**src/rtl/memory_control.sv**
```systemverilog
// memory_control: arbitrates instruction and data requests onto a single RAM port.
// Optional watchdog abort on RAM timeout is enabled by defining MEMCTL_WATCHDOG_EN.
module memory_control #(
    parameter int TIMEOUT = 64
) (
    input  logic        CLK,
    input  logic        nRST,
    input  logic        iREN,
    input  logic [31:0] iaddr,
    input  logic        dREN,
    input  logic        dWEN,
    input  logic [31:0] daddr,
    input  logic [31:0] dstore,
    output logic        iwait,
    output logic [31:0] iload,
    output logic        dwait,
    output logic [31:0] dload,
    output logic        ramREN,
    output logic        ramWEN,
    output logic [31:0] ramaddr,
    output logic [31:0] ramstore,
    input  logic [31:0] ramload,
    input  logic        ramrdy,
    output logic        err
);

    typedef enum logic [2:0] {IDLE, DACC, IACC, DRSP, IRSP} state_t;

    state_t      r_state;
    logic        w_abort;
    logic        w_done;
    logic [31:0] w_rdata;

`ifdef MEMCTL_WATCHDOG_EN
    localparam int CW = $clog2(TIMEOUT + 1);

    logic [CW-1:0] r_cnt;
    logic          r_err;
    logic          w_access;

    assign w_access = (r_state == DACC) || (r_state == IACC);
    assign w_abort  = w_access && !ramrdy && (r_cnt == CW'(TIMEOUT - 1));
    assign err      = r_err;

    // Watchdog: count stalled access cycles, latch a sticky error on abort
    always_ff @(posedge CLK) begin
        if (!nRST) begin
            r_cnt <= '0;
            r_err <= 1'b0;
        end else begin
            if (r_state == IDLE)
                r_cnt <= '0;
            else if (w_access && !ramrdy)
                r_cnt <= r_cnt + 1'b1;
            if (w_abort)
                r_err <= 1'b1;
        end
    end
`else
    // TIMEOUT only shapes the watchdog; kept referenced so the build stays quiet
    localparam int unused_timeout = TIMEOUT;

    assign w_abort = 1'b0;
    assign err     = 1'b0;
`endif

    assign w_done  = ramrdy || w_abort;
    assign w_rdata = ramrdy ? ramload : 32'hBAD1BAD1;

    // Request arbitration, RAM strobes and response pulses, all registered
    always_ff @(posedge CLK) begin
        if (!nRST) begin
            r_state  <= IDLE;
            iwait    <= 1'b1;
            dwait    <= 1'b1;
            iload    <= '0;
            dload    <= '0;
            ramREN   <= 1'b0;
            ramWEN   <= 1'b0;
            ramaddr  <= '0;
            ramstore <= '0;
        end else begin
            case (r_state)
                IDLE: begin
                    if (dREN || dWEN) begin
                        r_state  <= DACC;
                        ramREN   <= !dWEN;
                        ramWEN   <= dWEN;
                        ramaddr  <= daddr;
                        ramstore <= dstore;
                    end else if (iREN) begin
                        r_state  <= IACC;
                        ramREN   <= 1'b1;
                        ramWEN   <= 1'b0;
                        ramaddr  <= iaddr;
                    end
                end
                DACC: begin
                    if (w_done) begin
                        r_state <= DRSP;
                        ramREN  <= 1'b0;
                        ramWEN  <= 1'b0;
                        dwait   <= 1'b0;
                        if (!ramWEN)
                            dload <= w_rdata;
                    end
                end
                IACC: begin
                    if (w_done) begin
                        r_state <= IRSP;
                        ramREN  <= 1'b0;
                        ramWEN  <= 1'b0;
                        iwait   <= 1'b0;
                        iload   <= w_rdata;
                    end
                end
                DRSP: begin
                    r_state <= IDLE;
                    dwait   <= 1'b1;
                end
                IRSP: begin
                    r_state <= IDLE;
                    iwait   <= 1'b1;
                end
                default: r_state <= IDLE;
            endcase
        end
    end

endmodule

```
**config.mk**
```make
export PLATFORM = sky130hd
export DESIGN_NAME = memory_control
export DESIGN_NICKNAME = d
export VERILOG_FILES = /design/src/rtl/memory_control.sv
export SDC_FILE = /design/constraint.sdc
export NUM_CORES = 1
export LEC_CHECK = 0
export ABC_AREA = 1
export CAP_MARGIN = 5
export CORE_MARGIN = 3
export CORE_UTILIZATION = 25
export CTS_CLUSTER_SIZE = 12
export DETAILED_ROUTE_END_ITERATION = 6
export GPL_ROUTABILITY_DRIVEN = 0
export SYNTH_ARGS = -nofsm -noshare
export SYNTH_HDL_FRONTEND = slang
export SYNTH_SLANG_ARGS = --single-unit
```
**constraint.sdc**
```tcl
create_clock -name CLK -period 2.4 [get_ports CLK]
set_clock_uncertainty 0.1 [all_clocks]
set_input_delay 0.48 -clock CLK [delete_from_list [all_inputs] [get_ports CLK]]
set_output_delay 0.48 -clock CLK [all_outputs]
set_load 0.02 [all_outputs]
```
# [After elaboration in Yosys (flattened, before gate mapping)]
# Index checks and enable logic that the tools add are counted.
[totals] output_inout_bits=133 reg_bits=135
[op_classes] n_mux=16 reduce_logical=16 n_bitwise=1 eq_ne=8
[ops] cell="two-way mux 32 bit" count=2
[ops] cell="two-way mux 3 bit" count=4
[ops] cell="AND reduction 2 bit" count=5
[ops] cell="one-hot mux 3 bit (3 select lines)" count=1
[ops] cell="AND reduction 3 bit" count=3
[ops] cell="one-hot mux 1 bit (2 select lines)" count=4
[ops] cell="nonzero test 2 bit" count=4
[ops] cell="== test 3 x 2 -> 1 bit (second input constant)" count=2
[ops] cell="two-way mux 1 bit" count=5
[ops] cell="inequality test 2 bit (second input constant)" count=2
[ops] cell="== test 3 x 1 -> 1 bit (second input constant)" count=1
[ops] cell="== test 3 bit (second input constant)" count=1
[ops] cell="logical NOT 3 bit" count=1
[ops] cell="inequality test 3 bit (second input constant)" count=1
[ops] cell="inequality test 2 x 1 -> 1 bit (second input constant)" count=1
[ops] cell="OR reduction 2 bit" count=1
[ops] cell="logical NOT 1 bit" count=1
[ops] cell="logical OR 1 bit" count=1
[ops] cell="NOT 1 bit" count=1

# [Depth between registers and ports, before layout]
# Gate-level depths: netlist (run 1).
[depth] ltp_word=4 depth_mapped=8

# [Worst setup path after synthesis (run 1)]
# Ideal clock, no wire load.
[synth_path] path_kind="input to register" start="input dWEN" end="register ramaddr[10]" path_stages=6 setup_ns=0.116 arrival_time_ns=1.206 n_path_buf=1 slack_ns=0.978 path_cell_list="inv_1 nand2_2 nor2_4 nor2_8 buf_2 o211a_1"
[synth_via] elab_chain_cells=3 word_cells_on_any_way=4 classes_between="mux (1); reduce/logical (3)"
[synth_rtl] item="from (decl)" line_no="11" rtl="input logic dWEN,"
[synth_rtl] item="logical OR 1 bit (*)" line_no="85" rtl="if (dREN || dWEN) begin"
[synth_rtl] item="nonzero test 2 bit (no source line)"
[synth_rtl] item="AND reduction 2 bit (no source line)"
[synth_rtl] item="to (signal assigned)" line_no="89" rtl="ramaddr <= daddr;"
[synth_rtl] item="to (signal assigned)" line_no="95" rtl="ramaddr <= iaddr;"
[synth_rtl] item="to (decl)" line_no="20" rtl="output logic [31:0] ramaddr,"
# Every way passes the cells marked *; elsewhere a longest branch is shown, timed or not.
# A chain may end at the register's enable or synchronous reset.

# [Worst setup path in the final report (run 1)]
[layout_path] start="register ramWEN" end="output ramWEN"
[layout_rtl] item="from (decl)" line_no="19" rtl="output logic ramWEN,"
[layout_rtl] item="from (signal assigned)" line_no="88" rtl="ramWEN <= dWEN;"
# No word-level cell between the ends.

==> metrics.txt, run 1 <==
# TYPE chip_impl_metric gauge
chip_impl_info{name="outcome",value="complete, no violations"} 1
chip_impl_metric{name="yosys_register_bits",unit=""} 135
chip_impl_info{name="critical-path-top-delay-family",value="buffers and inverters"} 1
chip_impl_metric{name="drive_gt1_share",unit="%"} 6.78
chip_impl_info{name="cts-root-buf",value="clkbuf_16"} 1
chip_impl_metric{name="floorplan.rows",unit=""} 52
chip_impl_metric{name="period_share",unit="%"} 82.5
chip_impl_metric{name="fin_total_pwr",unit="W"} 0.00731
chip_impl_metric{name="floorplan.die.height",unit="µm"} 151
chip_impl_info{name="timing.critical_path.cells",value="clkdlybuf4s50_1"} 1
chip_impl_metric{name="critical_path_arrival",unit="ns"} 1.40
chip_impl_metric{name="wire_length_of_the_first_global_routing_pass",unit="µm"} 26600
chip_impl_metric{name="initial_cell_density_of_the_core",unit="%"} 25.6
chip_impl_metric{name="setup_ws",unit="ns"} 0.420
chip_impl_metric{name="cts_hold_buf",unit=""} 0
chip_impl_metric{name="final_count_of_hold_timing_violations",unit=""} 0
chip_impl_metric{name="final.hold.worst_slack",unit="ns"} 0.342
chip_impl_metric{name="slew_violations",unit=""} 0
chip_impl_metric{name="ant_nets",unit=""} 0
chip_impl_metric{name="grt_remaining_overflow",unit=""} 0
chip_impl_metric{name="setup_viol",unit=""} 0
chip_impl_metric{name="syn_inst",unit=""} 652
chip_impl_metric{name="power-per-cell-area",unit="nW/µm²"} 837
chip_impl_metric{name="drt_pass_1_iters",unit=""} 5
chip_impl_info{name="critical_path_type",value="reg2out"} 1
chip_impl_info{name="endpoint_kind",value="primary output"} 1
chip_impl_metric{name="totalWireLength",unit="µm"} 17100
chip_impl_metric{name="via_count_of_the_first_global_routing_pass",unit=""} 4998
chip_impl_info{name="tritoncts",value="built"} 1
chip_impl_metric{name="routedWlPerCell",unit="µm"} 14.5
chip_impl_metric{name="maximum_ir_drop_on_the_vdd_rail",unit="V"} 0.000399
chip_impl_metric{name="io_buffers",unit=""} 265
chip_impl_metric{name="count_of_unique_library_cells_instantiated_by_yosys",unit=""} 25
chip_impl_info{name="worst_path_max_delay_cell",value="clkdlybuf4s50_1"} 1
chip_impl_metric{name="route.detailed.vias_per_inst",unit=""} 4.37
chip_impl_metric{name="total_negative_slack",unit="ns"} 0
chip_impl_metric{name="synthesis.yosys.warnings",unit=""} 0
chip_impl_metric{name="critPathMaxStageDelay",unit="ns"} 0.67
chip_impl_metric{name="hpwlAfterDp",unit="µm"} 12100
chip_impl_info{name="worst_setup_path_startpoint",value="ramWEN"} 1
chip_impl_metric{name="drt_drc_violations_left",unit=""} 0
chip_impl_metric{name="layout.cells.non_filler",unit=""} 1184
chip_impl_metric{name="clkTransAtPathRegs",unit="ns"} 0.06
chip_impl_metric{name="first_iter_violations",unit=""} 221
chip_impl_metric{name="synth_area",unit="µm²"} 5240
chip_impl_metric{name="area_growth_synth_to_finish",unit="%"} 66.7
chip_impl_metric{name="post_synth.cell_area_avg",unit="µm²"} 8.03
chip_impl_metric{name="worst_ep_required_time",unit="ns"} 1.82
chip_impl_metric{name="mappedNetlistNets",unit=""} 786
chip_impl_metric{name="post_cts_resize_count",unit=""} 0
chip_impl_metric{name="clock_tree.htree_level_count",unit=""} 4
chip_impl_metric{name="grt_start_max_net_pins",unit=""} 69
chip_impl_metric{name="core_region_area",unit="µm²"} 20400
chip_impl_info{name="holdCritPathClass",value="reg2reg"} 1
chip_impl_metric{name="cts_inserted_buffers",unit=""} 17
chip_impl_metric{name="cp.buffers_inverters",unit=""} 1
chip_impl_info{name="layout.cells.most_common",value="clkdlybuf4s50_1"} 1
chip_impl_metric{name="grt_antenna_before_repair",unit=""} 0
chip_impl_info{name="start_kind",value="flip-flop"} 1
chip_impl_info{name="min-delay-start",value="iload[17]"} 1
chip_impl_metric{name="post_cts_buffers",unit=""} 0
chip_impl_metric{name="timing.critical_path.fanout_max",unit=""} 2
chip_impl_metric{name="fp.dieArea",unit="µm²"} 22700
chip_impl_metric{name="die_width",unit="µm"} 151
chip_impl_metric{name="placed_cells",unit=""} 1152
chip_impl_metric{name="antenna_cells",unit=""} 0
chip_impl_metric{name="maximum_operating_frequency",unit="MHz"} 505
chip_impl_metric{name="worstSkewPairLatency",unit="ns"} 0.40
chip_impl_metric{name="finalNetCount",unit=""} 1035
chip_impl_info{name="critical_path.reg2reg.startpoint",value="r_state[1]"} 1
chip_impl_metric{name="maxCapViolations",unit=""} 0
chip_impl_metric{name="fill_cell_count",unit=""} 2104
chip_impl_metric{name="cts_max_path_buffers",unit=""} 2
chip_impl_metric{name="global_route_usage_over_all_layers",unit="%"} 14.7
chip_impl_info{name="grt_setup_unrepaired",value="false"} 1
chip_impl_metric{name="vias",unit=""} 5178
chip_impl_metric{name="clock_sink_count",unit=""} 135
chip_impl_metric{name="num_io_pins",unit=""} 267
chip_impl_metric{name="synth-seq-area-share",unit="%"} 51.6
chip_impl_info{name="layout.cells.most_common_list",value="clkdlybuf4s50_1, dfxtp_1, nand2_1"} 1
chip_impl_metric{name="final_period_minus_worst_setup_slack",unit="ns"} 1.98
chip_impl_metric{name="preCtsSetupSlack",unit="ns"} 0.299
chip_impl_metric{name="cellLeakagePower",unit="nW"} 3.52
-- state kept, by name (all words and copies together), names as in the netlist --
name      flops
dload        32
dwait         1
iload        32
iwait         1
r_state       3
ramREN        1
ramWEN        1
ramaddr      32
ramstore     32
-- synthesized netlist by cell type --
library cell | instances | area, µm²
a21oi_1 | 67 | 335
a22oi_1 | 1 | 7.51
buf_1 | 1 | 3.75
buf_2 | 17 | 85.1
buf_4 | 14 | 105
buf_6 | 1 | 11.3
clkbuf_1 | 16 | 60.1
clkbuf_2 | 1 | 5.00
clkinv_1 | 1 | 3.75
conb_1 | 1 | 3.75
dfxtp_1 | 135 | 2700
inv_1 | 38 | 143
inv_2 | 5 | 18.8
nand2_1 | 107 | 402
nand2_2 | 1 | 6.26
nand2_4 | 2 | 22.5
nand3_1 | 70 | 350
nand3_2 | 2 | 20.0
nor2_1 | 72 | 270
nor2_2 | 1 | 6.26
nor2_4 | 1 | 11.3
nor2_8 | 1 | 20.0
o211a_1 | 32 | 320
o21ai_0 | 62 | 310
o21ai_1 | 3 | 15.0
-- layout make-up --
class | count | area, µm² | area share (%)
clock buffer | 22 | 494 | 5.66
clock inverter | 10 | 68.8 | 0.788
inverter | 44 | 165 | 1.89
multi-input combinational | 423 | 2110 | 24.1
sequential | 135 | 2700 | 30.9
tap | 270 | 338 | 3.87
timing repair buffer | 280 | 2860 | 32.7
-- metrics by stage --
stage                     util (%)  cell area (µm²)
after CTS                     42.8             8730
after floorplan                  -             5240
final                         42.8             8730
after detailed placement      40.0             8170
after global placement        40.0             8170
after global routing          42.8             8730
-- path summary, 6_finish.rpt --
check	end	slack [ns]	cells past startpoint
min	iload[17]	0.34	2
max reg2reg	ramstore[3]	0.76	6
max	ramWEN	0.42	1
min reg2reg	iload[17]	0.34	2
-- logic make-up (layout without fill, tap and decap cells) --
kind of cell	count (synthesis)	count (layout)	share of synthesized area, %
buf+inv	94	356	8.31
simple gates	257	257	21.2
flops	135	135	51.6
compound gates	165	165	18.9
other cells	1	1	0.0716
-- routing by layer --
layer	part of all wire [%]	up-vias	wire [µm]	GRT usage (%)
met5	0	-	0	0
met2	48	149	8260	24.3
met1	44	2363	7450	18.3
li1	-	2652	-	-
met3	6.6	14	1140	4.76
met4	1.6	0	268	4.35
-- report_power, final --
group	switching, W	leakage, nW	internal (W)	total, W
combinational	0.00112	2.14	0.00103	0.00215
clock	0.000985	0.275	0.00146	0.00245
sequential	0.000163	1.11	0.00255	0.00271
-- worst register-to-register path, stage by stage (launching register included) --
cell     delay [ns]
dfxtp_1        0.38
nor2_2         0.19
nand2_4        0.10
inv_2          0.23
buf_4          0.30
nand3_1        0.10
a21oi_1        0.17
No activity file was read; power rests on OpenSTA's default activity.
==> inputs of run 2 (changes only) <==
==> constraint.sdc (replaced) <==
create_clock -name CLK -period 2 [get_ports CLK]
set_clock_uncertainty 0.1 [all_clocks]
set_input_delay 0.4 -clock CLK [delete_from_list [all_inputs] [get_ports CLK]]
set_output_delay 0.4 -clock CLK [all_outputs]
set_load 0.02 [all_outputs]
==> run 2 against run 1 <==
  * Combinational power rose by 20%
  * Largest power group is now clock
  * Critical path type unchanged
  * Total power is 26% higher
  * Wire length shrank 1.4%
  * Register-to-register slack got worse by 0.33 ns
  * Largest cell class unchanged
==> metrics.txt, run 2 (synthesis results as in run 1) <==
# TYPE chip_impl_metric gauge
chip_impl_info{name="endpoint_kind",value="primary output"} 1
chip_impl_metric{name="fp.dieArea",unit="µm²"} 22700
chip_impl_info{name="holdCritPathClass",value="in2reg"} 1
chip_impl_metric{name="floorplan.die.height",unit="µm"} 151
chip_impl_info{name="timing.critical_path.cells",value="clkdlybuf4s50_1"} 1
chip_impl_metric{name="route.detailed.vias_per_inst",unit=""} 4.33
chip_impl_metric{name="maximum_ir_drop_on_the_vdd_rail",unit="V"} 0.000486
chip_impl_metric{name="routedWlPerCell",unit="µm"} 14.2
chip_impl_info{name="start_kind",value="flip-flop"} 1
chip_impl_metric{name="ant_nets",unit=""} 0
chip_impl_info{name="layout.cells.most_common",value="clkdlybuf4s50_1"} 1
chip_impl_metric{name="period_share",unit="%"} 95.4
chip_impl_info{name="grt_setup_unrepaired",value="false"} 1
chip_impl_metric{name="final_design_area_no_fill",unit="µm²"} 8820
chip_impl_info{name="rr_endpoint",value="dload[4]"} 1
chip_impl_metric{name="maximum_operating_frequency",unit="MHz"} 524
chip_impl_metric{name="power-per-cell-area",unit="nW/µm²"} 1040
chip_impl_metric{name="post_cts_buffers",unit=""} 0
chip_impl_info{name="outcome",value="complete, no violations"} 1
chip_impl_metric{name="cellLeakagePower",unit="nW"} 3.56
chip_impl_metric{name="finalNetCount",unit=""} 1039
chip_impl_metric{name="io_buffers",unit=""} 265
chip_impl_metric{name="grt_start_max_net_pins",unit=""} 69
chip_impl_info{name="worst_path_max_delay_cell",value="clkdlybuf4s50_1"} 1
chip_impl_metric{name="timing.critical_path.fanout_max",unit=""} 2
chip_impl_metric{name="cts_hold_buf",unit=""} 0
chip_impl_metric{name="slew_violations",unit=""} 0
chip_impl_metric{name="area_growth_synth_to_finish",unit="%"} 68.4
chip_impl_metric{name="final_count_of_hold_timing_violations",unit=""} 0
chip_impl_metric{name="die_width",unit="µm"} 151
chip_impl_metric{name="floorplan.rows",unit=""} 52
chip_impl_metric{name="final_period_minus_worst_setup_slack",unit="ns"} 1.91
chip_impl_metric{name="num_io_pins",unit=""} 267
chip_impl_metric{name="drt_pass_1_iters",unit=""} 4
chip_impl_info{name="endpoint_of_the_worst_hold_path",value="iwait"} 1
chip_impl_info{name="critical_path_type",value="reg2out"} 1
chip_impl_metric{name="cts_max_path_buffers",unit=""} 2
chip_impl_metric{name="r2r_setup_slack",unit="ns"} 0.43
chip_impl_metric{name="fill_cell_count",unit=""} 2095
chip_impl_info{name="min-delay-start",value="nRST"} 1
chip_impl_metric{name="global_route_usage_over_all_layers",unit="%"} 14.4
chip_impl_metric{name="hpwlAfterDp",unit="µm"} 11900
chip_impl_metric{name="drive_gt1_share",unit="%"} 6.86
chip_impl_metric{name="initial_cell_density_of_the_core",unit="%"} 25.6
chip_impl_metric{name="first_iter_violations",unit=""} 214
chip_impl_metric{name="maxCapViolations",unit=""} 0
chip_impl_metric{name="drt_drc_violations_left",unit=""} 0
chip_impl_metric{name="total_negative_slack",unit="ns"} 0
chip_impl_metric{name="post_cts_resize_count",unit=""} 0
chip_impl_metric{name="layout.cells.non_filler",unit=""} 1189
chip_impl_info{name="critical-path-top-delay-family",value="buffers and inverters"} 1
chip_impl_metric{name="cts_inserted_buffers",unit=""} 17
chip_impl_info{name="critical_path.reg2reg.startpoint",value="r_state[1]"} 1
chip_impl_metric{name="via_count_of_the_first_global_routing_pass",unit=""} 4968
chip_impl_metric{name="clock_sink_count",unit=""} 135
chip_impl_metric{name="totalWireLength",unit="µm"} 16900
chip_impl_metric{name="setup_viol",unit=""} 0
chip_impl_metric{name="placed_cells",unit=""} 1156
chip_impl_info{name="cts-root-buf",value="clkbuf_16"} 1
chip_impl_metric{name="clkTransAtPathRegs",unit="ns"} 0.06
chip_impl_metric{name="wire_length_of_the_first_global_routing_pass",unit="µm"} 26000
chip_impl_info{name="layout.cells.most_common_list",value="clkdlybuf4s50_1, dfxtp_1, nand2_1"} 1
chip_impl_metric{name="grt_antenna_before_repair",unit=""} 1
chip_impl_metric{name="clock_tree.htree_level_count",unit=""} 4
chip_impl_metric{name="reg2reg_depth",unit=""} 7
chip_impl_info{name="tritoncts",value="built"} 1
chip_impl_metric{name="worstSkewPairLatency",unit="ns"} 0.41
chip_impl_metric{name="area_after_dpl",unit="µm²"} 8190
chip_impl_metric{name="cp.buffers_inverters",unit=""} 1
chip_impl_metric{name="vias",unit=""} 5146
chip_impl_metric{name="grt_remaining_overflow",unit=""} 0
chip_impl_metric{name="critPathMaxStageDelay",unit="ns"} 0.67
chip_impl_metric{name="critical_path_arrival",unit="ns"} 1.41
chip_impl_metric{name="worst_hold_path.num_cells",unit=""} 3
chip_impl_metric{name="worst_ep_required_time",unit="ns"} 1.50
chip_impl_metric{name="core_region_area",unit="µm²"} 20400
chip_impl_info{name="worst_setup_path_startpoint",value="ramWEN"} 1
run 2: area by class of cell:
type | count | area [µm²] | share of cell area, %
diodes | 1 | 2.50 | 0.0284
clock buffers | 22 | 464 | 5.26
clock inverters | 10 | 168 | 1.90
inverters | 44 | 165 | 1.87
multi-input cells | 423 | 2110 | 23.9
flip-flops and latches | 135 | 2700 | 30.6
well taps | 270 | 338 | 3.83
repair buffers | 284 | 2880 | 32.6
run 2: stage by stage:
stage	setup WS [ns]	utilization [%]	total power [W]	hold WS, ns
after global routing	0.00366	43.2	0.00969	0.327
after detailed placement	0.0686	40.1	0.00593	0.333
after floorplan	0.658	-	0.00467	0.420
after CTS	0.0303	43.2	0.00936	0.327
after global placement	0.106	40.1	0.00592	0.330
final	0.0916	43.2	0.00921	0.332
run 2: worst max-delay path by stage:
stage | to | slack, ns | cells past startpoint
after detailed placement | ramstore[18] | 0.07 | 7
final | ramWEN | 0.09 | 1
after global routing | ramREN | 0.004 | 1
after CTS | ramWEN | 0.03 | 1
after global placement | ramaddr[5] | 0.11 | 8
after floorplan | ramaddr[10] | 0.66 | 6
run 2: routing by layer:
metal	track usage [%]	wire (µm)
met1	17.8	7340
met2	23.2	8070
met3	5.18	1220
met4	5.30	240
met5	0	0
run 2: where the power goes:
part           leakage [nW]  internal [W]  switching [W]
sequential             1.11       0.00306       0.000193
combinational          2.15       0.00124        0.00135
clock                 0.305       0.00216        0.00120
total                  3.56       0.00647        0.00274
